**src/rtl/frame_plotter_pkg.sv**
```systemverilog
// Shared game constants: default frame geometry, the byte type used for
// screen coordinates, and the color width shared by renderers and framebuffer.
package frame_plotter_pkg;
  localparam int GAME_XMAX = 160;
  localparam int GAME_YMAX = 120;
  localparam int COLOR_W   = 3;

  typedef logic [7:0] ubyte;
endpackage

```
**src/rtl/pixel_delay_line.sv**
```systemverilog
// pixel_delay_line: DEPTH-stage shift register carrying {valid, x, y} so the
// framebuffer write strobe and address line up with renderer read data.
// Ports:
//   clk, resetn        clock, synchronous active-low reset (clears every stage)
//   i_valid/i_x/i_y    request-side strobe and coordinates
//   o_valid/o_x/o_y    the same, DEPTH cycles later
module pixel_delay_line
  import frame_plotter_pkg::*;
#(
  parameter int DEPTH = 1
) (
  input  logic       clk,
  input  logic       resetn,
  input  logic       i_valid,
  input  ubyte       i_x,
  input  logic [6:0] i_y,
  output logic       o_valid,
  output ubyte       o_x,
  output logic [6:0] o_y
);

  logic       r_valid [DEPTH];
  ubyte       r_x     [DEPTH];
  logic [6:0] r_y     [DEPTH];

  always_ff @(posedge clk) begin
    if (!resetn) begin
      for (int i = 0; i < DEPTH; i++) begin
        r_valid[i] <= 1'b0;
        r_x[i]     <= '0;
        r_y[i]     <= '0;
      end
    end else begin
      r_valid[0] <= i_valid;
      r_x[0]     <= i_x;
      r_y[0]     <= i_y;
      for (int i = 1; i < DEPTH; i++) begin
        r_valid[i] <= r_valid[i-1];
        r_x[i]     <= r_x[i-1];
        r_y[i]     <= r_y[i-1];
      end
    end
  end

  assign o_valid = r_valid[DEPTH-1];
  assign o_x     = r_x[DEPTH-1];
  assign o_y     = r_y[DEPTH-1];

endmodule

```
**src/rtl/frame_plotter.sv**
```systemverilog
// frame_plotter: raster-scans every pixel of a frame, asks the renderers for
// its color, and writes the returned color into the framebuffer.
// Ports:
//   clk, resetn          clock, synchronous active-low reset
//   start                frame request pulse (honoured only in IDLE)
//   reqX, reqY           coordinates presented to the renderers
//   pixColor             renderer color, valid READ_LAT cycles after reqX/reqY
//   vgaX, vgaY, vgaColor framebuffer write address and data
//   plot                 framebuffer write enable
//   busy                 high while a frame is in progress
//   frameDone            one-cycle pulse at frame end (renderer moveClk)
//
// state | meaning
// IDLE  | waiting for start; request coordinates parked at (0,0)
// SCAN  | issuing one pixel request per cycle, row-major
// DRAIN | READ_LAT cycles letting the last requests come back
// DONE  | single cycle, frameDone high
module frame_plotter
  import frame_plotter_pkg::*;
#(
  parameter int XMAX     = GAME_XMAX,
  parameter int YMAX     = GAME_YMAX,
  parameter int READ_LAT = 1
) (
  input  logic               clk,
  input  logic               resetn,
  input  logic               start,
  output ubyte               reqX,
  output ubyte               reqY,
  input  logic [COLOR_W-1:0] pixColor,
  output ubyte               vgaX,
  output logic [6:0]         vgaY,
  output logic [COLOR_W-1:0] vgaColor,
  output logic               plot,
  output logic               busy,
  output logic               frameDone
);

  typedef enum logic [1:0] {IDLE, SCAN, DRAIN, DONE} state_t;

  state_t     r_state;
  state_t     w_next;
  ubyte       r_req_x;
  ubyte       r_req_y;
  logic [1:0] r_drain_cnt;
  logic       w_x_last;
  logic       w_y_last;
  logic       w_scan;

  assign w_x_last = (r_req_x == ubyte'(XMAX - 1));
  assign w_y_last = (r_req_y == ubyte'(YMAX - 1));
  assign w_scan   = (r_state == SCAN);

  always_ff @(posedge clk) begin
    if (!resetn) r_state <= IDLE;
    else         r_state <= w_next;
  end

  always_comb begin
    w_next = r_state;
    case (r_state)
      IDLE:    if (start) w_next = SCAN;
      SCAN:    if (w_x_last && w_y_last) w_next = DRAIN;
      DRAIN:   if (r_drain_cnt == 2'd0) w_next = DONE;
      DONE:    w_next = IDLE;
      default: w_next = IDLE;
    endcase
  end

  // The drain timer is preloaded throughout SCAN so it already holds
  // READ_LAT-1 on the first DRAIN cycle and hits terminal count on the last.
  always_ff @(posedge clk) begin
    if (!resetn) begin
      r_req_x     <= '0;
      r_req_y     <= '0;
      r_drain_cnt <= '0;
    end else begin
      case (r_state)
        SCAN: begin
          r_drain_cnt <= 2'(READ_LAT - 1);
          if (w_x_last) begin
            r_req_x <= '0;
            r_req_y <= w_y_last ? '0 : r_req_y + 8'd1;
          end else begin
            r_req_x <= r_req_x + 8'd1;
          end
        end
        DRAIN: begin
          if (r_drain_cnt != 2'd0) r_drain_cnt <= r_drain_cnt - 2'd1;
        end
        default: begin
          r_req_x <= '0;
          r_req_y <= '0;
        end
      endcase
    end
  end

  pixel_delay_line #(
    .DEPTH (READ_LAT)
  ) u_delay (
    .clk     (clk),
    .resetn  (resetn),
    .i_valid (w_scan),
    .i_x     (r_req_x),
    .i_y     (r_req_y[6:0]),
    .o_valid (plot),
    .o_x     (vgaX),
    .o_y     (vgaY)
  );

  assign reqX      = r_req_x;
  assign reqY      = r_req_y;
  assign vgaColor  = pixColor;
  assign busy      = (r_state != IDLE);
  assign frameDone = (r_state == DONE);

endmodule

```
**config.mk**
```make
export PLATFORM = sky130hd
export DESIGN_NAME = frame_plotter
export DESIGN_NICKNAME = d
export VERILOG_FILES = /design/src/rtl/frame_plotter_pkg.sv /design/src/rtl/pixel_delay_line.sv /design/src/rtl/frame_plotter.sv
export SDC_FILE = /design/constraint.sdc
export NUM_CORES = 1
export LEC_CHECK = 0
export CAP_MARGIN = 40
export CORE_MARGIN = 3
export CORE_UTILIZATION = 51
export DETAILED_ROUTE_END_ITERATION = 8
export PLACE_DENSITY = 0.87
export SLEW_MARGIN = 40
export SYNTH_ARGS = -nofsm -noshare
export SYNTH_HDL_FRONTEND = slang
export SYNTH_SLANG_ARGS = --single-unit
```
**constraint.sdc**
```tcl
create_clock -name clk -period 3.91 [get_ports clk]
set_input_delay 0.782 -clock clk [delete_from_list [all_inputs] [get_ports clk]]
set_output_delay 0.782 -clock clk [all_outputs]
set_load 0.02 [all_outputs]
```
==> flow_metrics.py <==
metrics = {
    "clocking": {
        "cts.path.max_buffers": 2,
        "cts_buffers": 5,
        "post_cts_resize_count": 0,
        "cts_setup_buffers": 0,
        "clk_latency_ns": 0.34,
        "cts_tree": "done",
        "clk_pin_slew_worst_paths_ns": 0.10,
        "root_buffer": "clkbuf_4",
        "cts_htree_levels": 2,
        "cts_sinks": 36,
        "holdBufCountCts": 0,
    },
    "yosys": {
        "synth.avg_cell_area_sq_um": 9.11,
        "yosysSeqAreaShare_pct": 44.9,
        "async_flop_share_pct": 0,
        "yosysWarnings": 0,
        "synth-main-ff-cell": "dfxtp_1",
        "synth_edf_count": 0,
        "ys_ff_latch": 36,
        "yosysTopAreaCell": "dfxtp_1",
        "synthesis.area_sq_um": 1600,
        "synth_top_area_share_pct": 44.9,
        "syn_nets": 189,
        "yosys.cell_types.count": 43,
        "syn_inst": 176,
        "netlist_top_cells_area": "dfxtp_1, ha_1, and2_1, nor2_1, nand2_1",
    },
    "power": {
        "p_per_area_nw_per_um2": 423,
        "leakagePower_nw": 0.740,
        "ir_drop_v": 0.000303,
    },
    "sta": {
        "tns_ns": 0,
        "slew_violations": 0,
        "relSlewSlack_pct": 54.0,
        "fin_hold_ws_ns": 0.526,
        "period_needed_ns": 2.51,
        "min_period_over_period_pct": 64.3,
        "timing.fmax_ghz": 0.398,
        "setup_viol": 0,
        "hold_viol": 0,
        "clock-skew-final_ns": 0.00418,
        "rsz0062_at_grt": "false",
        "worst_pin_slew_ns": 0.688,
    },
    "floorplanning": {
        "initial_core_util_pct": 55.8,
        "die_x_um": 62.1,
        "io_pins": 43,
        "core_area_sq_um": 2880,
        "die_y_um": 62.1,
        "rows": 19,
        "die_area_sq_um": 3850,
    },
    "placed_design": {
        "place_hpwl_mm": 2.68,
        "finalWeightedCongestion": 0.830,
        "io_buffers": 36,
    },
    "drt": {
        "wl_mm": 3.54,
        "drc": 0,
        "vias": 1375,
        "routedWlPerCell_um": 14.0,
        "drt_pass1_iterations": 4,
        "drtIter0Drc": 46,
        "ant_nets": 0,
        "viasPerCell": 5.41,
    },
    "critical_path": {
        "reg2reg_depth": 6,
        "rrSetupSlack_ns": 1.89,
        "r2r_end": "reqX[2]",
        "crit_fanout": 4,
        "setup.worst_path.start_class": "flip-flop",
        "cp.required_ns": 3.13,
        "cp.arrival_ns": 1.73,
        "reg2reg_from": "r_state[0]",
        "worstSetupPathType": "reg -> out",
        "crit_path_end_kind": "primary output",
    },
    "global_route": {
        "antenna_found_initial": 0,
        "first_global_vias": 1283,
        "grt_max_degree": 24,
        "grt-ovfl-total": 0,
        "grt_pass1_wl_mm": 5.94,
        "grtUsageTotal_pct": 21.3,
    },
    "worst_hold_path": {
        "hp-class": "reg -> reg",
        "holdPathStages": 2,
        "hold_path.startpoint": "r_state[0]",
        "holdPathEnd": "r_state[0]",
    },
    "run_status": {
        "status": "finished clean",
    },
    "run": {
        "maxCapViolations": 0,
    },
    "finish": {
        "mostFrequentLayoutCells": "clkdlybuf4s50_1, dfxtp_1, nor2_1",
        "area_delta_synth_final_pct": 26.4,
        "final_nets": 224,
        "drive_gt1_share_pct": 8.96,
        "n_antenna_cell": 0,
    },
}
## per-layer routing
layer | GRT usage (%) | share of wire [%] | vias up
met3 | 6.40 | 6.1 | 7
met1 | 24.7 | 39 | 650
li1 | - | - | 665
met4 | 9.39 | 1.6 | 0
met2 | 36.1 | 54 | 53
met5 | 0 | 0 | -
## sequential cells by signal, indices dropped and copies added, names as in the netlist
signal,cells
reqX,8
r_drain_cnt,2
u_delay.r_y,7
reqY,8
r_state,2
u_delay.r_x,8
u_delay.r_valid,1
## how the worst max path moves through the flow
stage                from      end  slack, ns
3_3_place_gp       resetn  reqX[5]       1.41
2_1_floorplan     reqX[0]  reqY[7]       2.20
5_1_grt        r_state[0]     busy       1.29
6_report       r_state[0]     busy       1.40
3_5_place_dp       resetn  reqX[5]       1.30
4_1_cts        r_state[0]     busy       1.38
## cells by family after synthesis
kind of cell / count (synthesis) / synth area share, %
flip-flops: 36 / 44.9
multiplexers: 4 / 2.50
buffers and inverters: 19 / 5.69
AO/OA/AOI/OAI: 30 / 11.5
AND/OR/NAND/NOR: 77 / 28.2
adder cells (fa/ha/maj): 7 / 5.46
XOR/XNOR: 3 / 1.64
## synth_stat cells (2+ instances only)
| cell | count |
|---|---|
| clkbuf_1 | 3 |
| buf_4 | 3 |
| nor3_1 | 4 |
| a31oi_1 | 2 |
| a22oi_1 | 2 |
| or4_1 | 2 |
| o21ai_0 | 10 |
| nand3_1 | 3 |
| dfxtp_1 | 36 |
| and2_1 | 13 |
| nand4_1 | 3 |
| nand2_1 | 16 |
| nor2_1 | 19 |
| o41ai_1 | 2 |
| and3_1 | 2 |
| xnor2_1 | 2 |
| mux2i_1 | 4 |
| inv_1 | 11 |
| a21oi_1 | 9 |
| ha_1 | 7 |
## worst max-delay path, stage by stage (launching register included)
cell and delay (ns):
dfxtp_1 0.39, inv_1 0.08, ha_1 0.21, inv_1 0.09
clkdlybuf4s50_1 0.61
## report_power, final
part / switching, mW / leakage (nW) / internal, mW / total, mW
Combinational: 0.163 / 0.412 / 0.0884 / 0.251
Clock: 0.121 / 0.0380 / 0.0855 / 0.207
Sequential: 0.0152 / 0.291 / 0.384 / 0.399
## metrics by stage
stage	instance area [sq um]	instances	setup WS [ns]	power (mW)	utilization (%)
final	2030	254	1.40	0.857	70.5
after global routing	2030	254	1.29	0.909	70.5
after CTS	2030	254	1.38	0.864	70.5
after detailed placement	1970	246	1.30	0.654	68.4
after global placement	1970	246	1.41	0.638	68.4
after floorplan	1600	176	2.20	0.583	-
## layout make-up
type                            instances  area [sq um]
Clock buffer                            6          51.3
Clock inverter                          2          10.0
Fill cell                             228           848
Inverter                               11          41.3
Multi-Input combinational cell        121           792
Sequential cell                        36           721
Tap cell                               42          52.6
Timing Repair Buffer                   36           360
(Power assumes the default switching activity.)
